[src/rtl/alu_issue_ctrl_pkg.sv]
// Shared definitions for the ALU issue sequencer: opcode mnemonics, FSM and
// branch-condition encodings, instruction field positions and decode payload.
package alu_issue_ctrl_pkg;

    localparam int unsigned NREG_BITS = 3;
    localparam int unsigned DATA_W    = 8;
    localparam int unsigned OPC_W     = 4;
    localparam int unsigned CF_W      = 3;
    localparam int unsigned COND_W    = 2;
    localparam int unsigned INST_W    = OPC_W + CF_W + COND_W;

    // Instruction word: [8:5] opcode, [4:2] Rd / ControlFlags, [1:0] Rm / condition
    localparam int unsigned OPC_MSB = 8;
    localparam int unsigned OPC_LSB = 5;
    localparam int unsigned RD_MSB  = 4;
    localparam int unsigned RD_LSB  = 2;
    localparam int unsigned RM_MSB  = 1;
    localparam int unsigned RM_LSB  = 0;

    localparam logic [NREG_BITS-1:0] RC_DEST_DFLT = 3'd0;

    // ALU opcodes; 4'd15 has no mnemonic and is treated as illegal
    typedef enum logic [OPC_W-1:0] {
        kRC_ADD      = 4'd0,
        kRC_SUB      = 4'd1,
        kRC_LSL      = 4'd2,
        kRC_LSR      = 4'd3,
        kRC_TRANSFER = 4'd4,
        kRC_CUSTOM   = 4'd5,
        kREG_COPY    = 4'd6,
        kADD         = 4'd7,
        kSUB         = 4'd8,
        kXOR         = 4'd9,
        kAND         = 4'd10,
        kLSL         = 4'd11,
        kLSR         = 4'd12,
        kCMP         = 4'd13,
        kBRANCH      = 4'd14
    } op_mne;

    typedef enum logic [1:0] {
        IDLE   = 2'd0,
        DECODE = 2'd1,
        EXEC   = 2'd2,
        WB     = 2'd3
    } ctrl_state_t;

    typedef enum logic [COND_W-1:0] {
        BR_AL = 2'd0,
        BR_Z  = 2'd1,
        BR_N  = 2'd2,
        BR_NZ = 2'd3
    } br_cond_t;

    typedef struct packed {
        logic writes_reg;
        logic writes_flags;
        logic is_branch;
        logic is_custom;
        logic is_illegal;
    } dec_t;

endpackage

[src/rtl/alu_issue_ctrl_if.sv]
// Instruction handshake, register-file, ALU and writeback/status bundle.
// master: the issue controller. slave: fetch + register file + ALU side.
interface alu_issue_ctrl_if;
    import alu_issue_ctrl_pkg::*;

    logic                 inst_valid;
    logic [INST_W-1:0]    inst;
    logic                 inst_ready;
    logic [NREG_BITS-1:0] ra_addr;
    logic [NREG_BITS-1:0] rb_addr;
    logic [DATA_W-1:0]    ra_data;
    logic [DATA_W-1:0]    rb_data;
    logic [OPC_W-1:0]     alu_op;
    logic [CF_W-1:0]      alu_cf;
    logic [DATA_W-1:0]    alu_a;
    logic [DATA_W-1:0]    alu_b;
    logic [DATA_W-1:0]    alu_out;
    logic                 alu_zero;
    logic                 alu_neg;
    logic                 wr_en;
    logic [NREG_BITS-1:0] wr_addr;
    logic [DATA_W-1:0]    wr_data;
    logic                 flag_z;
    logic                 flag_n;
    logic                 branch_taken;
    logic                 illegal;
    logic                 busy;

    modport master (
        input  inst_valid, inst, ra_data, rb_data, alu_out, alu_zero, alu_neg,
        output inst_ready, ra_addr, rb_addr, alu_op, alu_cf, alu_a, alu_b,
               wr_en, wr_addr, wr_data, flag_z, flag_n, branch_taken, illegal, busy
    );

    modport slave (
        output inst_valid, inst, ra_data, rb_data, alu_out, alu_zero, alu_neg,
        input  inst_ready, ra_addr, rb_addr, alu_op, alu_cf, alu_a, alu_b,
               wr_en, wr_addr, wr_data, flag_z, flag_n, branch_taken, illegal, busy
    );

endinterface

[src/rtl/alu_issue_decode.sv]
// Opcode classifier for the issue sequencer.
// Ports: opcode (in, 4b) -> dec_c (out, combinational decode flags).
module alu_issue_decode
    import alu_issue_ctrl_pkg::*;
(
    input  logic [OPC_W-1:0] opcode,
    output dec_t             dec_c
);

    always_comb begin
        dec_c = '0;
        case (opcode)
            kRC_ADD, kRC_SUB, kRC_LSL, kRC_LSR, kRC_TRANSFER, kREG_COPY,
            kADD, kSUB, kXOR, kAND, kLSL, kLSR: dec_c.writes_reg = 1'b1;
            kRC_CUSTOM: begin
                dec_c.writes_reg = 1'b1;
                dec_c.is_custom  = 1'b1;
            end
            kCMP:    dec_c.writes_flags = 1'b1;
            kBRANCH: dec_c.is_branch    = 1'b1;
            default: dec_c.is_illegal   = 1'b1;
        endcase
    end

endmodule

[src/rtl/alu_issue_ctrl.sv]
// Multi-cycle issue sequencer driving a combinational ALU: accepts one
// instruction per handshake, reads operands, captures the ALU result and
// performs writeback, flag update or branch resolution.
// Ports: Clk, Reset (async, active-high); bus (alu_issue_ctrl_if.master)
// carrying instruction handshake, register-file read/write, ALU operands and
// results, architectural flags and status pulses.
module alu_issue_ctrl
    import alu_issue_ctrl_pkg::*;
#(
    parameter logic [NREG_BITS-1:0] RC_DEST = RC_DEST_DFLT
) (
    input  logic               Clk,
    input  logic               Reset,
    alu_issue_ctrl_if.master   bus
);

    ctrl_state_t          state_q, state_nxt;
    logic [INST_W-1:0]    ir_q;
    logic [DATA_W-1:0]    opa_q, opb_q;
    logic [OPC_W-1:0]     alu_op_q;
    logic [CF_W-1:0]      alu_cf_q;
    logic                 wr_en_q;
    logic [NREG_BITS-1:0] wr_addr_q;
    logic [DATA_W-1:0]    wr_data_q;
    logic                 flag_z_q, flag_n_q;
    logic                 branch_q, illegal_q;
    logic                 ready_q, busy_q;
    logic                 accept_c;
    logic                 cond_c;
    dec_t                 dec_c;

    alu_issue_decode u_decode (
        .opcode (ir_q[OPC_MSB:OPC_LSB]),
        .dec_c  (dec_c)
    );

    assign accept_c = (state_q == IDLE) && bus.inst_valid;

    // Next-state logic
    always_comb begin
        state_nxt = state_q;
        case (state_q)
            IDLE:    if (accept_c) state_nxt = DECODE;
            DECODE:  state_nxt = EXEC;
            EXEC:    state_nxt = WB;
            WB:      state_nxt = IDLE;
            default: state_nxt = IDLE;
        endcase
    end

    // Branch condition, evaluated on the flags held before writeback
    always_comb begin
        cond_c = 1'b0;
        case (br_cond_t'(ir_q[RM_MSB:RM_LSB]))
            BR_AL:   cond_c = 1'b1;
            BR_Z:    cond_c = flag_z_q;
            BR_N:    cond_c = flag_n_q;
            BR_NZ:   cond_c = !flag_z_q;
            default: cond_c = 1'b0;
        endcase
    end

    // State register
    always_ff @(posedge Clk or posedge Reset) begin
        if (Reset) state_q <= IDLE;
        else       state_q <= state_nxt;
    end

    // Datapath; WB-visible outputs are loaded on the EXEC->WB edge so they
    // are valid for exactly the WB cycle.
    always_ff @(posedge Clk or posedge Reset) begin
        if (Reset) begin
            ir_q      <= '0;
            opa_q     <= '0;
            opb_q     <= '0;
            alu_op_q  <= '0;
            alu_cf_q  <= '0;
            wr_en_q   <= 1'b0;
            wr_addr_q <= '0;
            wr_data_q <= '0;
            flag_z_q  <= 1'b0;
            flag_n_q  <= 1'b0;
            branch_q  <= 1'b0;
            illegal_q <= 1'b0;
            ready_q   <= 1'b1;
            busy_q    <= 1'b0;
        end else begin
            ready_q   <= (state_nxt == IDLE);
            busy_q    <= (state_nxt != IDLE);
            wr_en_q   <= 1'b0;
            branch_q  <= 1'b0;
            illegal_q <= 1'b0;
            case (state_q)
                IDLE: if (accept_c) ir_q <= bus.inst;
                DECODE: begin
                    opa_q    <= bus.ra_data;
                    opb_q    <= bus.rb_data;
                    alu_op_q <= ir_q[OPC_MSB:OPC_LSB];
                    alu_cf_q <= ir_q[RD_MSB:RD_LSB];
                end
                EXEC: begin
                    if (dec_c.writes_reg) begin
                        wr_en_q   <= 1'b1;
                        wr_addr_q <= dec_c.is_custom ? RC_DEST : ir_q[RD_MSB:RD_LSB];
                        wr_data_q <= bus.alu_out;
                    end
                    if (dec_c.writes_flags) begin
                        flag_z_q <= bus.alu_zero;
                        flag_n_q <= bus.alu_neg;
                    end
                    if (dec_c.is_branch)  branch_q  <= cond_c;
                    if (dec_c.is_illegal) illegal_q <= 1'b1;
                end
                default: ;
            endcase
        end
    end

    assign bus.inst_ready   = ready_q;
    assign bus.busy         = busy_q;
    assign bus.ra_addr      = ir_q[RD_MSB:RD_LSB];
    assign bus.rb_addr      = {1'b0, ir_q[RM_MSB:RM_LSB]};
    assign bus.alu_op       = alu_op_q;
    assign bus.alu_cf       = alu_cf_q;
    assign bus.alu_a        = opa_q;
    assign bus.alu_b        = opb_q;
    assign bus.wr_en        = wr_en_q;
    assign bus.wr_addr      = wr_addr_q;
    assign bus.wr_data      = wr_data_q;
    assign bus.flag_z       = flag_z_q;
    assign bus.flag_n       = flag_n_q;
    assign bus.branch_taken = branch_q;
    assign bus.illegal      = illegal_q;

endmodule

[src/flat_wrapper.sv]
// flat-port wrapper written by rule: the top's interface ports become plain ports
module alu_issue_ctrl_flat import alu_issue_ctrl_pkg::*;
#(
    parameter logic [NREG_BITS-1:0] RC_DEST = RC_DEST_DFLT
)
  (Clk, Reset, bus_inst_valid, bus_inst, bus_ra_data, bus_rb_data, bus_alu_out, bus_alu_zero, bus_alu_neg, bus_inst_ready, bus_ra_addr, bus_rb_addr, bus_alu_op, bus_alu_cf, bus_alu_a, bus_alu_b, bus_wr_en, bus_wr_addr, bus_wr_data, bus_flag_z, bus_flag_n, bus_branch_taken, bus_illegal, bus_busy);
  alu_issue_ctrl_if bus_i ();
  input  logic Clk;
  input  logic Reset;
  input wire logic [$bits(bus_i.inst_valid)-1:0] bus_inst_valid;
  input wire logic [$bits(bus_i.inst)-1:0] bus_inst;
  input wire logic [$bits(bus_i.ra_data)-1:0] bus_ra_data;
  input wire logic [$bits(bus_i.rb_data)-1:0] bus_rb_data;
  input wire logic [$bits(bus_i.alu_out)-1:0] bus_alu_out;
  input wire logic [$bits(bus_i.alu_zero)-1:0] bus_alu_zero;
  input wire logic [$bits(bus_i.alu_neg)-1:0] bus_alu_neg;
  output wire logic [$bits(bus_i.inst_ready)-1:0] bus_inst_ready;
  output wire logic [$bits(bus_i.ra_addr)-1:0] bus_ra_addr;
  output wire logic [$bits(bus_i.rb_addr)-1:0] bus_rb_addr;
  output wire logic [$bits(bus_i.alu_op)-1:0] bus_alu_op;
  output wire logic [$bits(bus_i.alu_cf)-1:0] bus_alu_cf;
  output wire logic [$bits(bus_i.alu_a)-1:0] bus_alu_a;
  output wire logic [$bits(bus_i.alu_b)-1:0] bus_alu_b;
  output wire logic [$bits(bus_i.wr_en)-1:0] bus_wr_en;
  output wire logic [$bits(bus_i.wr_addr)-1:0] bus_wr_addr;
  output wire logic [$bits(bus_i.wr_data)-1:0] bus_wr_data;
  output wire logic [$bits(bus_i.flag_z)-1:0] bus_flag_z;
  output wire logic [$bits(bus_i.flag_n)-1:0] bus_flag_n;
  output wire logic [$bits(bus_i.branch_taken)-1:0] bus_branch_taken;
  output wire logic [$bits(bus_i.illegal)-1:0] bus_illegal;
  output wire logic [$bits(bus_i.busy)-1:0] bus_busy;
  assign bus_i.inst_valid = bus_inst_valid;
  assign bus_i.inst = bus_inst;
  assign bus_i.ra_data = bus_ra_data;
  assign bus_i.rb_data = bus_rb_data;
  assign bus_i.alu_out = bus_alu_out;
  assign bus_i.alu_zero = bus_alu_zero;
  assign bus_i.alu_neg = bus_alu_neg;
  assign bus_inst_ready = bus_i.inst_ready;
  assign bus_ra_addr = bus_i.ra_addr;
  assign bus_rb_addr = bus_i.rb_addr;
  assign bus_alu_op = bus_i.alu_op;
  assign bus_alu_cf = bus_i.alu_cf;
  assign bus_alu_a = bus_i.alu_a;
  assign bus_alu_b = bus_i.alu_b;
  assign bus_wr_en = bus_i.wr_en;
  assign bus_wr_addr = bus_i.wr_addr;
  assign bus_wr_data = bus_i.wr_data;
  assign bus_flag_z = bus_i.flag_z;
  assign bus_flag_n = bus_i.flag_n;
  assign bus_branch_taken = bus_i.branch_taken;
  assign bus_illegal = bus_i.illegal;
  assign bus_busy = bus_i.busy;
  alu_issue_ctrl #(.RC_DEST(RC_DEST)) u_core (.Clk(Clk), .Reset(Reset), .bus(bus_i));
endmodule
[config.mk]
export PLATFORM = sky130hd
export DESIGN_NAME = alu_issue_ctrl_flat
export DESIGN_NICKNAME = d
export VERILOG_FILES = /design/src/rtl/alu_issue_ctrl_pkg.sv /design/src/rtl/alu_issue_ctrl_if.sv /design/src/rtl/alu_issue_decode.sv /design/src/rtl/alu_issue_ctrl.sv /design/src/flat_wrapper.sv
export SDC_FILE = /design/constraint.sdc
export NUM_CORES = 1
export LEC_CHECK = 0
export ABC_AREA = 1
export CORE_UTILIZATION = 43
export CTS_CLUSTER_DIAMETER = 30
export CTS_CLUSTER_SIZE = 25
export DETAILED_ROUTE_END_ITERATION = 10
export PLACE_DENSITY = 0.8
export SYNTH_ARGS = -nofsm -noshare
export SYNTH_HDL_FRONTEND = slang
export SYNTH_HIERARCHICAL = 1
export SYNTH_SLANG_ARGS = --single-unit
[constraint.sdc]
create_clock -name Clk -period 2.1 [get_ports Clk]
set_input_delay 0.42 -clock Clk [delete_from_list [all_inputs] [get_ports Clk]]
set_output_delay 0.42 -clock Clk [all_outputs]
set_load 0.05 [all_outputs]
# Word level (Yosys, flattened, before mapping)
# Index checks and enable logic that the tools add are counted.
# classes
eq_ne,20
mux,14
n_reduce_logical,12
# op_table
operator,n
"4-bit equality test, second input constant",7
"4-bit by 3-bit equality test with 1-bit output, second input constant",4
15-bit OR reduction,1
13-bit OR reduction,1
1-bit 2-to-1 mux,10
"2-bit equality test, second input constant",4
"4-bit by 2-bit equality test with 1-bit output, second input constant",2
2-bit case mux with 4 select lines,1
2-bit zero test,3
2-bit AND reduction,3
"2-bit by 1-bit equality test with 1-bit output, second input constant",2
"4-bit by 1-bit equality test with 1-bit output, second input constant",1
4-bit zero test,1
1-bit case mux with 4 select lines,1
3-bit 2-to-1 mux,1
2-bit 2-to-1 mux,1
2-bit nonzero test,1
1-bit logical AND,1
1-bit zero test,1
# word_totals
reg_bits,52
in_bits,38
elab_cells,61

# Depth between registers and ports, before layout
# Gate-level depths: netlist of the first run.
# logic_depth
ltp_word,5
depth_mapped,7
depth_no_buf,7

# Hierarchy
# The synthesis of the first run kept the hierarchy.
# modules_own_cells
module,n_inst,cells_per_inst,area_per_inst_um2
alu_issue_ctrl,1,179,2133.3
alu_issue_decode,1,15,63.8

# Worst setup path after synthesis of the first run
# OpenSTA, ideal clock, no wires.
# synth_path
path_type,register -> register
start,register u_core.state_q[1]
end,register u_core.opa_q[0] (netlist: u_core/bus.alu_a[0])
setup_time_ns,0.125
arrival_time_ns,1.190
required_ns,1.975
slack_ns,0.785
path_stages_with_launch,5
n_path_buf,1
period_less_slack_ns,1.315
path_cell_list,dfrtp_1 -> inv_1 -> ha_1 -> buf_6 -> mux2_4
# synth_via
elab_chain_len,1
# synth_lines
item,line_no,text
"start, declared",alu_issue_ctrl.sv:17,"ctrl_state_t state_q, state_nxt;"
"start signal, assigned",alu_issue_ctrl.sv:66,else state_q <= state_nxt;
2-bit by 1-bit equality test with 1-bit output,alu_issue_ctrl.sv:93,case (state_q)
"end signal, assigned",alu_issue_ctrl.sv:96,opa_q <= bus.ra_data;
"end, declared",alu_issue_ctrl.sv:19,"logic [DATA_W-1:0] opa_q, opb_q;"
# Every way passes these cells.
# A chain may end at the register's enable or synchronous reset.

# Worst setup path in the final report of the first run
# layout_path
start,register u_core.ir_q[2]
end,output port bus_ra_addr[0]
# layout_rtl
item,line_no,text
"start, declared",alu_issue_ctrl.sv:18,logic [INST_W-1:0] ir_q;
"start signal, assigned",alu_issue_ctrl.sv:94,IDLE: if (accept_c) ir_q <= bus.inst;
"end, declared",flat_wrapper.sv:18,output wire logic [$bits(bus_i.ra_addr)-1:0] bus_ra_addr;
# No word-level cell between the ends.

==> metrics.md, run 1 <==
| Metric | Value |
|---|---|
| Hold buffer count at CTS | `0` |
| Synth top area share | `58.1%` |
| Met3 wire len | `333 um` |
| Crit share post-route | `93.1%` |
| Standard-cell row count | `25` |
| Fmax | `512 MHz` |
| Initial DRC Count | `32` |
| Routed length on met1 | `2020 um` |
| Syn Inst Count | `194` |
| Fin Clk Skew | `0.00553 ns` |
| CTS Root Cell | `clkbuf_8` |
| Max stage delay on crit path | `0.82 ns` |
| Max cap viols | `0` |
| First-pass GRT wire length | `7510 um` |
| GRT Util Overall | `18.6%` |
| Final wirelength | `4610 um` |
| P&R area growth vs syn | `44.8%` |
| Post-synthesis sequential area ratio | `59.3%` |
| Crit path max-delay family | `buffers and inverters` |
| CP required | `1.68 ns` |
| Multi-input logic area | `764 sq um` |
| Vias | `1,574` |
| Skew-Pair Late Insertion Delay | `0.31 ns` |
| Clock transition at path regs | `0.10 ns` |
| Fill cell total of the finished layout | `398` |
| Worst min path class | `input pin to async pin` |
| Min Clock Period, post-route | `1.95 ns` |
| Pins Over Slew Limit | `0` |
| Launching element type of the critical path | `flip-flop` |
| Die X | `73.5 um` |
| Reg2reg setup slack | `0.47 ns` |
| Post-CTS setup buffer count | `0` |
| CP Class | `flip-flop to primary output` |
| Vias per cell | `4.55` |
| Largest net degree at the start of global routing | `21` |
| Met2 WL | `2200 um` |
| Critical path cell sequence | `clkdlybuf4s50_1` |
| Avg Synthesized Cell Area | `11.3 sq um` |
| Die area | `0.00540 sq mm` |
| CTS H-tree depth | `2` |
| Commonest non-fill, non-tap cell in the layout | `clkdlybuf4s50_1` |
| Slew @ Worst Pin | `0.517 ns` |
| Worst flop-to-flop path endpoint | `u_core/bus.wr_data[5]` |
| Cts bufs inserted | `5` |
| Highest-count cells in the layout ignoring fill and taps | `82 x clkdlybuf4s50_1, 67 x nand2_1, 51 x dfrtp_1, 20 x mux2_4, 10 x inv_1` |
| Worst Reg-to-Reg Cells | `6` |
| DP Wirelength | `3400 um` |
| Final hold vios | `0` |
| Synth Net Count | `236` |
| Max clock buf depth | `2` |
| Share of layout cells above drive strength 1 | `16.8%` |
| Crit path DAT | `1.53 ns` |
| Placer Congestion | `0.725` |
| Worst reg2reg startpoint | `u_core/state_q[0]` |
| WL/cell | `13.3 um` |
| RSZ-0062 raised after global routing | `no` |
| Unique masters post-synth | `23` |
| Top sig layer | `met4` |
| Synth warn | `6` |
| Boundary Pins | `85` |
| Area leader, netlist | `dfrtp_1` |
| Routed Antenna Nets | `0` |
| Vias in the first global route | `1,622` |
| Top cells by area, synth | `dfrtp_1 58%, mux2_4 14%, nand2_1 11%` |
| Initial core utilization | `45.6%` |
| Core box area | `0.00482 sq mm` |
| Setup_tns | `0 ns` |
| Critical Path Fanout Max | `4` |
| Worst slew margin | `65.4%` |
| Yosys reg bits | `52` |
| Pre-antenna DRT Iters | `4` |
| WP buf/inv | `1` |
| # clock sinks | `52` |
| Slowest cell on crit path | `clkdlybuf4s50_1` |
| Grt total ovfl | `0` |
| Die Y | `73.5 um` |
| Antenna violations before repair | `0` |
| # diodes | `0` |
| Outcome | `finished, final reports clean` |
| Sequential cell area | `0.00130 sq mm` |
| TritonCTS clock tree | `built` |
| IO buf count | `83` |
| Final setup vio count | `0` |
| Drc violations | `0` |
| Final #Nets | `320` |
| Synthesized cell area | `0.00220 sq mm` |
| CP endpoint kind | `primary output` |
| Hold WS | `0.423 ns` |
| PostCTS Resize Cnt | `0` |
==> cell families after synthesis <==
logic type / synth area share, %
other cells: 0.171
flops: 59.3
simple gates: 15.2
mux: 15.2
compound gates: 1.94
fa+ha+maj: 2.28
buf+inv: 5.92
==> state kept, by name, summed over array words and instances (netlist names) <==
register	count
u_core/bus.alu_a	8
u_core/bus.alu_b	8
u_core/bus.alu_cf	3
u_core/bus.alu_op	4
u_core/bus.branch_taken	1
u_core/bus.busy	1
u_core/bus.flag_n	1
u_core/bus.flag_z	1
u_core/bus.illegal	1
u_core/bus.inst_ready	1
u_core/bus.wr_addr	3
u_core/bus.wr_data	8
u_core/bus.wr_en	1
u_core/ir_q	9
u_core/state_q	2
==> final cells by class <==
cell class	instances	area share, %
Timing Repair Buffer	87	27.8
Clock inverter	3	0.826
Inverter	14	1.65
Tap cell	67	2.63
Sequential cell	52	40.9
Clock buffer	5	2.16
Multi-Input combinational cell	118	24.0
==> metal layers <==
metal / vias up / global-route usage [%]
li1: 770 / -
met1: 743 / 22.1
met2: 54 / 32.2
met3: 7 / 5.62
met4: 0 / 5.77
met5: - / 0
==> metrics by stage <==
stage | worst slack [ns] | util [%] | area [sq um] | cells
final | 0.146 | 66.1 | 3180 | 346
after global routing | 0.101 | 66.1 | 3180 | 346
after CTS | 0.125 | 66.1 | 3180 | 346
after detailed placement | 0.450 | 64.1 | 3090 | 338
after global placement | 0.505 | 64.1 | 3090 | 338
after floorplan | 0.424 | - | 2200 | 194
==> synthesized netlist by cell type, drive strengths merged <==
| cell type | instances |
|---|---|
| nand3 | 3 |
| dfrtp | 51 |
| conb | 1 |
| or2 | 1 |
| buf | 10 |
| ha | 4 |
| and2 | 1 |
| a21o | 1 |
| nand2 | 71 |
| dfstp | 1 |
| mux2 | 23 |
| clkinv | 1 |
| nor2 | 6 |
| a21oi | 2 |
| inv | 13 |
| o21ai | 5 |
==> worst max path at each step <==
stage                                 start                     to  depth (start not counted)
final                        u_core/ir_q[2]         bus_ra_addr[0]                          1
after global routing         u_core/ir_q[3]         bus_ra_addr[1]                          1
after CTS                    u_core/ir_q[2]         bus_ra_addr[0]                          1
after detailed placement  u_core/state_q[0]  u_core/bus.wr_data[5]                          6
after global placement    u_core/state_q[0]  u_core/bus.wr_data[0]                          6
after floorplan                       Reset    u_core/bus.alu_a[0]                          1
Power of run 1 is left out: the tool's default activity adds up to more than one toggle a clock period on the data nets, which glitch-free logic cannot reach.
==> run 2: changes to the inputs <==
- SETUP_SLACK_MARGIN: unset -> 0.5
==> run 2 against run 1 <==
Via count down 0.51%. Global-route usage down 0.67 points. First-iteration DRC count rose by 66%. Largest cell class unchanged. Highest routed layer unchanged.
==> metrics.md, run 2 (synthesis gave the netlist of run 1 again) <==
| Metric | Value |
|---|---|
| Outcome | `finished, final reports clean` |
| Vias in the first global route | `1,588 (-2.1%)` |
| Setup_tns | `0 ns (unchanged)` |
| Drc violations | `0 (unchanged)` |
| CTS H-tree depth | `2 (unchanged)` |
| Die Y | `73.5 um (unchanged)` |
| Slowest cell on crit path | `clkdlybuf4s15_1` |
| Worst min path class | `input pin to async pin` |
| Max clock buf depth | `2 (unchanged)` |
| Worst reg2reg startpoint | `u_core/state_q[1]` |
| Placer Congestion | `0.687 (-5.2%)` |
| Multi-input logic area | `769 sq um (+0.65%)` |
| Commonest non-fill, non-tap cell in the layout | `nand2_1` |
| Final setup vio count | `0 (unchanged)` |
| Initial core utilization | `45.6% (unchanged)` |
| Launching element type of the critical path | `flip-flop` |
| DP Wirelength | `3230 um (-5.1%)` |
| Boundary Pins | `85 (unchanged)` |
| Reg2reg setup slack | `0.66 ns (+0.19 ns)` |
| Vias | `1,566 (-0.51%)` |
| Crit path max-delay family | `buffers and inverters` |
| Final #Nets | `320 (unchanged)` |
| Standard-cell row count | `25 (unchanged)` |
| Sequential cell area | `0.00130 sq mm (unchanged)` |
| CP required | `1.68 ns (about the same)` |
| Highest-count cells in the layout ignoring fill and taps | `67 x nand2_1, 51 x dfrtp_1, 37 x clkdlybuf4s50_1, 29 x clkbuf_2, 20 x mux2_4` |
| Die area | `0.00540 sq mm (unchanged)` |
| Fin Clk Skew | `0.00789 ns (+0.00236 ns)` |
| CTS Root Cell | `clkbuf_8` |
| Vias per cell | `4.54 (-0.22%)` |
| CP endpoint kind | `primary output` |
| Largest net degree at the start of global routing | `21 (unchanged)` |
| Fill cell total of the finished layout | `399 (+0.25%)` |
| Fmax | `644 MHz (+26%)` |
| Clock transition at path regs | `0.09 ns (about the same)` |
| Grt total ovfl | `0 (unchanged)` |
| Die X | `73.5 um (unchanged)` |
| Core box area | `0.00482 sq mm (unchanged)` |
| Top reg by flops | `u_core/ir_q` |
| Critical Path Fanout Max | `2 (-2)` |
| WL/cell | `12.6 um (-5.2%)` |
| Pre-antenna DRT Iters | `6 (+2)` |
| Worst flop-to-flop path endpoint | `u_core/bus.alu_a[5]` |
| Pins Over Slew Limit | `0 (unchanged)` |
| Initial DRC Count | `53 (+66%)` |
| # clock sinks | `52 (unchanged)` |
| Final wirelength | `4360 um (-5.5%)` |
| Skew-Pair Late Insertion Delay | `0.30 ns (about the same)` |
| CP Class | `flip-flop to primary output` |
| Crit share post-route | `74.0% (-19 points)` |
| # diodes | `0 (unchanged)` |
| First-pass GRT wire length | `7250 um (-3.6%)` |
| P&R area growth vs syn | `38.3%` |
| Max cap viols | `0 (unchanged)` |
| PostCTS Resize Cnt | `93 (+93)` |
| TritonCTS clock tree | `built` |
| RSZ-0062 raised after global routing | `no` |
| Critical path cell sequence | `clkdlybuf4s15_1` |
| Min Clock Period, post-route | `1.55 ns (-0.401 ns)` |
| Crit path DAT | `1.13 ns (-0.40 ns)` |
| Routed Antenna Nets | `0 (unchanged)` |
| Cts bufs inserted | `5 (unchanged)` |
| Antenna violations before repair | `0 (unchanged)` |
| Max stage delay on crit path | `0.49 ns (-0.33 ns)` |
| GRT Util Overall | `17.9% (-0.67 points)` |
| WP buf/inv | `1 (unchanged)` |
| Hold buffer count at CTS | `0 (unchanged)` |
| Max reg flops | `9 (unchanged)` |
| IO buf count | `83 (unchanged)` |
| Share of layout cells above drive strength 1 | `31.7% (+15 points)` |
| Final hold vios | `0 (unchanged)` |
| Worst Reg-to-Reg Cells | `4 (-2)` |
| Post-CTS setup buffer count | `0 (unchanged)` |
## run 2: layout make-up
cell class	count	area share, %
Clock inverter	2	0.412
Inverter	14	1.98
Tap cell	67	2.76
Multi-Input combinational cell	118	25.3
Sequential cell	52	42.9
Timing Repair Buffer	87	24.4
Clock buffer	5	2.27
## run 2: metal layers
layer / global-route usage, % / vias to the layer above / part of all wire (%)
li1: - / 766 / -
met4: 7.91 / 0 / 1.8
met3: 4.53 / 9 / 7.7
met2: 28.2 / 57 / 44
met5: 0 / - / 0
met1: 23.4 / 734 / 46
## run 2: worst max-delay path by stage
stage	startpoint	to	slack, ns	cells after the start
after floorplan	u_core/state_q[1]	u_core/bus.alu_a[0]	0.79	4
after global placement	u_core/bus.flag_n	bus_flag_n	0.51	1
after detailed placement	u_core/ir_q[4]	bus_ra_addr[2]	0.49	1
after CTS	u_core/ir_q[4]	bus_ra_addr[2]	0.44	1
after global routing	u_core/bus.illegal	bus_illegal	0.51	1
final	u_core/bus.alu_a[4]	bus_alu_a[4]	0.55	1
## run 2: through the flow
step	util (%)	worst slack, ns	hold WS [ns]	instances	area, sq um
6_report	63.1	0.546	0.486	345	3040
5_1_grt	63.1	0.508	0.508	345	3040
4_1_cts	65.7	0.440	0.490	345	3160
3_5_place_dp	63.9	0.490	0.472	338	3080
3_3_place_gp	63.9	0.509	0.466	338	3080
2_1_floorplan	-	0.785	0.475	194	2200
Power of run 2 is left out for the same reason.
